$ cat config.mk
export PLATFORM = sky130hd
export DESIGN_NAME = axis_traffic_sink_flat
export DESIGN_NICKNAME = d
export VERILOG_FILES = /design/src/rtl/axis_traffic_sink_if.sv /design/src/rtl/axis_traffic_sink.sv /design/src/flat_wrapper.sv
export SDC_FILE = /design/constraint.sdc
export NUM_CORES = 1
export LEC_CHECK = 0
export CORE_ASPECT_RATIO = 1.2
export CORE_MARGIN = 2
export CORE_UTILIZATION = 54
export DETAILED_ROUTE_END_ITERATION = 10
export GPL_ROUTABILITY_DRIVEN = 0
export GPL_TIMING_DRIVEN = 0
export HOLD_SLACK_MARGIN = 0.15
export PLACE_DENSITY = 0.79
export SLEW_MARGIN = 25
export SYNTH_ARGS = -nofsm -noshare
export SYNTH_HDL_FRONTEND = slang
export SYNTH_SLANG_ARGS = --single-unit
$ cat constraint.sdc
create_clock -name clk -period 3.2 [get_ports clk]
set_input_delay 0.64 -clock clk [delete_from_list [all_inputs] [get_ports clk]]
set_output_delay 0.64 -clock clk [all_outputs]
set_load 0.03 [all_outputs]
$ cat src/rtl/axis_traffic_sink_if.sv
// axis_traffic_sink_if: AXI-Stream data/handshake bundle between a stream source and the traffic sink.
interface axis_traffic_sink_if #(
    parameter int DATA_WIDTH = 64
);
    logic [DATA_WIDTH-1:0] tdata;
    logic                  tvalid;
    logic                  tready;

    modport master (
        output tdata,
        output tvalid,
        input  tready
    );

    modport slave (
        input  tdata,
        input  tvalid,
        output tready
    );
endinterface

$ cat src/rtl/axis_traffic_sink.sv
// axis_traffic_sink: accepts a run of EXPECT_BEATS beats and checks them against SEED + n.
// Optional feature macro SINK_BACKPRESSURE_EN: tready drops one cycle in every READY_PERIOD.
module axis_traffic_sink #(
    parameter int                    DATA_WIDTH   = 64,
    parameter int                    EXPECT_BEATS = 16,
    parameter logic [DATA_WIDTH-1:0] SEED         = '0,
    parameter int                    READY_PERIOD = 4,
    parameter int                    TIMEOUT      = 1024
) (
    input  logic               clk,
    input  logic               reset,
    axis_traffic_sink_if.slave axis,
    input  logic               start,
    output logic               done,
    output logic               pass,
    output logic               timed_out,
    output logic [15:0]        beat_count,
    output logic [15:0]        error_count,
    output logic [15:0]        first_err_idx
);
    typedef enum logic [1:0] {
        IDLE = 2'd0,
        RUN  = 2'd1,
        DONE = 2'd2
    } state_t;

    localparam logic [15:0] LAST_IDX   = 16'(EXPECT_BEATS - 1);
    localparam logic [31:0] IDLE_LIMIT = 32'(TIMEOUT);
    localparam logic [15:0] NO_ERR     = 16'hFFFF;

    state_t                state_r;
    state_t                state_next_s;
    logic                  tready_r;
    logic                  done_r;
    logic                  pass_r;
    logic                  timed_out_r;
    logic [15:0]           beat_count_r;
    logic [15:0]           error_count_r;
    logic [15:0]           first_err_r;
    logic [DATA_WIDTH-1:0] expect_r;
    logic [31:0]           idle_r;

    logic                  start_run_s;
    logic                  accept_s;
    logic                  mismatch_s;
    logic                  last_s;
    logic                  timeout_s;
    logic                  ready_next_s;
    logic [15:0]           err_next_s;
    logic [15:0]           first_next_s;

    // Handshake decode and per-beat comparison for the current cycle
    always_comb begin
        start_run_s  = start && (state_r != RUN);
        accept_s     = (state_r == RUN) && axis.tvalid && tready_r;
        mismatch_s   = accept_s && (axis.tdata != expect_r);
        last_s       = accept_s && (beat_count_r == LAST_IDX);
        // Timeout is taken from the registered idle count, so a beat landing on that edge is still counted
        timeout_s    = (state_r == RUN) && (idle_r == IDLE_LIMIT);
        err_next_s   = error_count_r;
        first_next_s = first_err_r;
        if (mismatch_s) begin
            if (error_count_r != 16'hFFFF) begin
                err_next_s = error_count_r + 16'd1;
            end else begin
                err_next_s = error_count_r;
            end
            if (first_err_r == NO_ERR) begin
                first_next_s = beat_count_r;
            end else begin
                first_next_s = first_err_r;
            end
        end else begin
            err_next_s   = error_count_r;
            first_next_s = first_err_r;
        end
    end

    // Run-control next-state logic
    always_comb begin
        state_next_s = state_r;
        case (state_r)
            IDLE: begin
                if (start) state_next_s = RUN;
                else       state_next_s = IDLE;
            end
            RUN: begin
                if (timeout_s || last_s) state_next_s = DONE;
                else                     state_next_s = RUN;
            end
            DONE: begin
                if (start) state_next_s = RUN;
                else       state_next_s = DONE;
            end
            default: state_next_s = IDLE;
        endcase
    end

    // Run-control state register
    always_ff @(posedge clk) begin
        if (reset) begin
            state_r <= IDLE;
        end else begin
            state_r <= state_next_s;
        end
    end

`ifdef SINK_BACKPRESSURE_EN
    localparam int               BP_W    = $clog2(READY_PERIOD);
    localparam logic [BP_W-1:0]  BP_LAST = BP_W'(READY_PERIOD - 1);

    logic [BP_W-1:0] bp_r;
    logic [BP_W-1:0] bp_next_s;

    // Backpressure phase for the next RUN cycle; tready is low on the last phase
    always_comb begin
        if (bp_r == BP_LAST) begin
            bp_next_s = '0;
        end else begin
            bp_next_s = bp_r + BP_W'(1);
        end
        ready_next_s = (bp_next_s != BP_LAST);
    end

    // Backpressure phase counter, restarted at 0 on RUN entry
    always_ff @(posedge clk) begin
        if (reset) begin
            bp_r <= '0;
        end else if (start_run_s) begin
            bp_r <= '0;
        end else if (state_r == RUN) begin
            bp_r <= bp_next_s;
        end else begin
            bp_r <= '0;
        end
    end
`else
    // Without backpressure the sink is always ready during RUN
    always_comb begin
        ready_next_s = 1'b1;
    end
`endif

    // Run counters, checker state and registered status outputs
    always_ff @(posedge clk) begin
        if (reset) begin
            tready_r      <= 1'b0;
            done_r        <= 1'b0;
            pass_r        <= 1'b0;
            timed_out_r   <= 1'b0;
            beat_count_r  <= 16'd0;
            error_count_r <= 16'd0;
            first_err_r   <= NO_ERR;
            expect_r      <= SEED;
            idle_r        <= 32'd0;
        end else if (start_run_s) begin
            tready_r      <= 1'b1;
            done_r        <= 1'b0;
            pass_r        <= 1'b0;
            timed_out_r   <= 1'b0;
            beat_count_r  <= 16'd0;
            error_count_r <= 16'd0;
            first_err_r   <= NO_ERR;
            expect_r      <= SEED;
            idle_r        <= 32'd0;
        end else if (state_r == RUN) begin
            error_count_r <= err_next_s;
            first_err_r   <= first_next_s;
            if (accept_s) begin
                beat_count_r <= beat_count_r + 16'd1;
                expect_r     <= expect_r + DATA_WIDTH'(1);
                idle_r       <= 32'd0;
            end else begin
                idle_r       <= idle_r + 32'd1;
            end
            if (state_next_s == DONE) begin
                tready_r    <= 1'b0;
                done_r      <= 1'b1;
                timed_out_r <= timeout_s;
                pass_r      <= (err_next_s == 16'd0) && !timeout_s;
            end else begin
                tready_r    <= ready_next_s;
            end
        end else begin
            tready_r <= 1'b0;
        end
    end

    assign axis.tready   = tready_r;
    assign done          = done_r;
    assign pass          = pass_r;
    assign timed_out     = timed_out_r;
    assign beat_count    = beat_count_r;
    assign error_count   = error_count_r;
    assign first_err_idx = first_err_r;
endmodule

$ cat src/flat_wrapper.sv
// flat-port wrapper written by rule: the top's interface ports become plain ports
module axis_traffic_sink_flat 
#(
    parameter int                    DATA_WIDTH   = 64,
    parameter int                    EXPECT_BEATS = 16,
    parameter logic [DATA_WIDTH-1:0] SEED         = '0,
    parameter int                    READY_PERIOD = 4,
    parameter int                    TIMEOUT      = 1024
)
  (clk, reset, start, done, pass, timed_out, beat_count, error_count, first_err_idx, axis_tdata, axis_tvalid, axis_tready);
  axis_traffic_sink_if #(.DATA_WIDTH(DATA_WIDTH)) axis_i ();
  input  logic clk;
  input  logic reset;
  input  logic start;
  output logic done;
  output logic pass;
  output logic timed_out;
  output logic [15:0] beat_count;
  output logic [15:0] error_count;
  output logic [15:0] first_err_idx;
  input wire logic [$bits(axis_i.tdata)-1:0] axis_tdata;
  input wire logic [$bits(axis_i.tvalid)-1:0] axis_tvalid;
  output wire logic [$bits(axis_i.tready)-1:0] axis_tready;
  assign axis_i.tdata = axis_tdata;
  assign axis_i.tvalid = axis_tvalid;
  assign axis_tready = axis_i.tready;
  axis_traffic_sink #(.DATA_WIDTH(DATA_WIDTH), .EXPECT_BEATS(EXPECT_BEATS), .SEED(SEED), .READY_PERIOD(READY_PERIOD), .TIMEOUT(TIMEOUT)) u_core (.clk(clk), .reset(reset), .axis(axis_i), .start(start), .done(done), .pass(pass), .timed_out(timed_out), .beat_count(beat_count), .error_count(error_count), .first_err_idx(first_err_idx));
endmodule
After elaboration in Yosys (flattened, before gate mapping). Cells that the tools add are included.

Register bits after elaboration: 150. Input bits: 68. Word-level logic and storage cells: 48.

Add/sub/neg operators: 4. Eq/ne operators: 9. Multiplexer cells: 10. Reductions and logical operators: 15.

Operators by type and width (count): $add 64x1->64 const B (1); $ne 64x64->1 (1); $add 16x1->16 const B (2); $add 32x1->32 const B (1); $eq 32x11->1 const B (1); $mux 16 (2); $mux 32 (1); $eq 16x16->1 const B (1); $eq 16x4->1 const B (1); $logic_not 16->1 (1); $ne 16x16->1 const B (1); $logic_and 1x1->1 (7); $pmux 2 s3 (1); $eq 2x2->1 const B (2); $mux 1 (4); $mux 2 (2); $reduce_and 2->1 (2); $reduce_and 3->1 (1); $eq 2x1->1 const B (1); $logic_not 2->1 (1); $ne 2x1->1 const B (1); $reduce_or 2->1 (1); $logic_not 1->1 (1); $logic_or 1x1->1 (1).

Longest topological paths before layout.
Depth after elaboration: 11. Depth in mapped cells: 10.

Worst setup path after synthesis. Ideal clock, no wire load.

Path kind: register to register. Start: reg u_core.error_count_r[0] (netlist: u_core.error_count[0]). End: reg u_core.pass_r (netlist: u_core.pass). Library setup time: 0.087 ns. Arrival time: 2.512 ns. Data required time: 3.113 ns. Path slack: 0.601 ns. Stages on the path, launching flop included: 10. Buffers on the path: 0. Cells stage by stage: dfxtp_1 -> ha_1 -> nand3_1 -> or2_2 -> or3_1 -> nand2_1 -> nor2_1 -> a211oi_1 -> o221ai_1 -> o31ai_1.

Longest elaborated chain between the ends: 5.

Ends and longest elaborated chain: start, declared (line axis_traffic_sink.sv:38) `logic [15:0] error_count_r;`; start signal, assigned (line axis_traffic_sink.sv:167) `error_count_r <= err_next_s;`; $add 16x1->16 / $ne 16x16->1 (equally long branches) (line axis_traffic_sink.sv:64, axis_traffic_sink.sv:63); $mux 16 (line axis_traffic_sink.sv:63) `if (error_count_r != 16'hFFFF) begin`; $mux 16 * (line axis_traffic_sink.sv:62) `if (mismatch_s) begin`; $logic_not 16->1 * (line axis_traffic_sink.sv:180) `pass_r <= (err_next_s == 16'd0) && !timeout_s;`; $logic_and 1x1->1 * (line axis_traffic_sink.sv:180); end signal, assigned (line axis_traffic_sink.sv:180); end, declared (line axis_traffic_sink.sv:35) `logic pass_r;`.

Mark *: on every way between the ends. The rest lies on a longest branch, timed or not. A chain may end at the register's enable or synchronous reset.

Worst setup path after layout.
Start: in axis_tdata[6]. End: reg u_core.pass_r (netlist: u_core.pass).

Longest elaborated chain between the ends: 5.

Ends and longest elaborated chain: start, declared (line flat_wrapper.sv:21) `input wire logic [$bits(axis_i.tdata)-1:0] axis_tdata;`; $ne 64x64->1 (line axis_traffic_sink.sv:56) `mismatch_s = accept_s && (axis.tdata != expect_r);`; $logic_and 1x1->1 (line axis_traffic_sink.sv:56); $mux 16 (line axis_traffic_sink.sv:62); $logic_not 16->1 (line axis_traffic_sink.sv:180); $logic_and 1x1->1 (line axis_traffic_sink.sv:180).

No other way between the ends.

==> flow_metrics.py <==
metrics = {
    "floorplanning": {
        "die_w_um": 110,
        "coreArea_um2": 13200,
        "die_area_um2": 14500,
        "rows": 46,
        "ios": 120,
        "die-height_um": 131,
        "start_util_pct": 55.3,
    },
    "place": {
        "portBuffers": 119,
        "dp_slack_ps": -531,
        "place_inst": 1157,
        "place_hpwl_mm": 13.9,
        "dpl_cell_area_um2": 8690,
    },
    "worst_hold_path": {
        "min_to": "u_core.done$_SDFFE_PP0P_",
        "hold_start": "u_core.done$_SDFFE_PP0P_",
        "hp-class": "reg -> reg",
        "hold_depth": 2,
    },
    "logic_synthesis": {
        "synth_cells": 870,
        "synth_top_area_share_pct": 41.2,
        "syn_area_um2": 7290,
        "synth_area_leaders": "dfxtp_1, xor2_1, nor2_1",
        "synth-seq-cells": 150,
        "yosysWarnings": 0,
        "synthArstFlopShare_pct": 0,
        "synth_area_per_cell_um2": 8.38,
        "ys.flop_type": "dfxtp_1",
        "synth_cell_types": 46,
        "synth_edf_count": 0,
        "synth_fp_nets": 943,
        "synth_top_cell_by_area": "dfxtp_1",
        "ys_seq_area_share_pct": 41.2,
    },
    "worst_setup_path": {
        "critPathCaptureType": "flop",
        "r2r_end": "u_core.pass$_SDFFE_PP0P_",
        "critPathKind": "in -> reg",
        "cp_cell_sequence": "clkdlybuf4s50_1 -> xor2_1 -> nor4_1 -> nand4_1 -> nor4_4 -> buf_4 -> nor2_1 -> a211oi_1 -> o221ai_1 -> o31ai_1",
        "slowest_stage": "nor4_1",
        "rrSetupSlack_ps": 360,
        "worst-path-max-fanout": 9,
        "rr_worst_depth": 9,
        "worstReg2RegStart": "u_core.expect_r[6]$_SDFFE_PP0P_",
        "required_ps": 3550,
        "cp_top_family": "simple AND/OR/NAND/NOR gates",
        "critPathMaxStageDelay_ps": 450,
        "path_buf_inv": 2,
        "arrival_ps": 3340,
        "critPathLaunchType": "primary input",
    },
    "cells_and_area": {
        "n_antenna_cell": 0,
        "fin_area_um2": 9270,
        "final_cells": 1190,
        "drive_above_1_share_pct": 4.99,
        "area_growth_syn_to_layout_pct": 27.1,
        "num-nets-final": 1083,
    },
    "timing": {
        "timing.final.ws_setup_ps": 203,
        "final_hold_viol_count": 0,
        "period_minus_slack_ps": 3000,
        "slew_viol_final": 0,
        "rsz0062_at_grt": "false",
        "setup_violations": 0,
        "skew_ps": 10.6,
        "max_freq_mhz": 334,
        "period_share_pct": 93.7,
        "tightestPinTransition_ps": 874,
        "maxSlewHeadroom_pct": 41.7,
    },
    "drt": {
        "ant_nets": 0,
        "firstDrtPassIters": 6,
        "drc": 0,
        "via_count": 6643,
        "drt_wl_total_mm": 19.0,
        "drt_iter0_markers": 465,
        "via_per_inst": 5.58,
        "routedWlPerCell_um": 15.9,
    },
    "global_route": {
        "antenna_found_initial": 0,
        "grt_max_degree": 17,
        "grt_pass1_wl_mm": 30.9,
        "grt_pass1_vias": 6539,
        "grt.total_usage_pct": 27.2,
        "overflow": 0,
    },
    "clock_tree": {
        "clock_latency_ps": 430,
        "clock_path_buffers": 2,
        "cts.reportedPaths.clkPinSlew_ps": 60,
        "clk_root_buffer_cell": "clkbuf_16",
        "numCtsBuffers": 17,
        "cts_sinks": 150,
        "cts-htree-levels": 4,
        "cts_tree": "done",
        "holdBufCountCts": 0,
    },
    "power": {
        "powerDensity_nw_per_um2": 431,
        "irDropWorstVdd_mv": 0.375,
        "p_total_w": 0.00399,
        "p_leak_nw": 3.33,
    },
    "outcome": {
        "outcome": "complete, no violations",
    },
    "flow_run": {
        "cap_viol_max_count": 0,
    },
}
cell type report:
class | count | area [µm²]
timing repair buffer | 121 | 1210
multi-input combinational | 682 | 4160
fill | 1043 | 3910
sequential | 150 | 3000
clock buffer | 18 | 439
clock inverter | 13 | 108
buffer | 26 | 104
tap | 168 | 210
inverter | 12 | 45.0
worst register-to-register path, cell delays in order (launching register included):
cell and delay (ps):
dfxtp_1 490, xor2_1 170, nor4_1 450, nand4_1 230, nor4_4 430, buf_4 190
nor2_1 130, a211oi_1 340, o221ai_1 150, o31ai_1 190
worst max path at each step:
stage	slack (ps)	cells after the start	start	end
floorplan	600	9	u_core.error_count[0]$_SDFFE_PP0N_	u_core.pass$_SDFFE_PP0P_
global placement	-520	10	axis_tdata[20]	u_core.first_err_idx[14]$_SDFFE_PP1P_
detailed placement	-530	10	axis_tdata[20]	u_core.first_err_idx[9]$_SDFFE_PP1P_
CTS	40	10	axis_tdata[20]	u_core.first_err_idx[9]$_SDFFE_PP1P_
global route	50	10	axis_tdata[39]	u_core.pass$_SDFFE_PP0P_
finish	200	10	axis_tdata[6]	u_core.pass$_SDFFE_PP0P_
timing repair:
| action | CTS | global route |
|---|---|---|
| resized for setup | 1 | 3 |
| setup endpoints to repair | 11 | 13 |
| pin swaps | 0 | 1 |
| setup buffers | 0 | 2 |
cell usage after synthesis, drive strengths merged (4+ instances only):
master	number
xnor2	41
dfxtp	150
inv	12
nand4	31
nor4	30
o31ai	5
nor4b	4
ha	5
clkbuf	21
nor2b	5
and3	14
xor2	133
a21oi	25
nand3	52
or3	20
nor2	137
nor3	24
buf	5
and4	11
o21ai	31
nand2	85
or2	6
metal layers:
layer | global-route usage [%] | wire length [µm] | vias to the layer above
met2 | 44.4 | 9340 | 207
met5 | 0 | 0 | -
met4 | 12.0 | 618 | 0
met3 | 6.30 | 999 | 51
met1 | 33.6 | 7990 | 3122
li1 | - | - | 3263
sequential cells by signal, indices dropped and copies added (netlist names):
register              flops
u_core.idle_r            32
u_core.done               1
u_core.axis.tready        1
u_core.error_count       16
u_core.pass               1
u_core.timed_out          1
u_core.first_err_idx     16
u_core.state_r            2
u_core.expect_r          64
u_core.beat_count        16
where the power goes:
part | switching, W | leakage (nW) | internal, W
logic | 0.000126 | 1.85 | 0.000117
registers | 0.00000769 | 1.21 | 0.00188
clock network | 0.000792 | 0.264 | 0.00108
cell usage in the layout, fill, tap and decap left out, drive strengths merged, types with 4 or more instances in the layout:
master,Yosys,final
inv,12,13
buf,5,7
dfxtp,150,150
or2,6,6
a21oi,25,25
nand4,31,31
nand2,85,85
o31ai,5,5
nor2b,5,5
clkinv,0,7
clkdlybuf4s50,0,119
o21ai,31,31
nand3,52,52
xor2,133,133
nor2,137,137
nor3,24,24
nor4,30,30
clkbuf,21,39
clkinvlp,0,4
ha,5,5
and4,11,11
nor4b,4,4
xnor2,41,41
or3,20,20
and3,14,14
through the flow:
| step | hold slack [ps] | TNS, ps | utilization [%] |
|---|---|---|---|
| 6_report | 460 | 0 | 70.3 |
| 5_1_grt | 494 | 0 | 70.3 |
| 4_1_cts | 463 | 0 | 70.2 |
| 3_5_place_dp | 452 | -9590 | 66.0 |
| 3_3_place_gp | 439 | -10010 | 66.0 |
| 2_1_floorplan | 458 | 0 | - |
kinds of logic (layout without fill, tap and decap cells):
kind of cell / Yosys count / in the layout / synth area share, %
simple gates: 434 / 434 / 29.7
xor+xnor: 174 / 174 / 20.9
flops: 150 / 150 / 41.2
compound gates: 67 / 67 / 5.03
buf+inv: 38 / 190 / 2.02
fa+ha+maj: 5 / 5 / 0.858
mux: 2 / 2 / 0.275
Power figures use the tool's default switching activity.
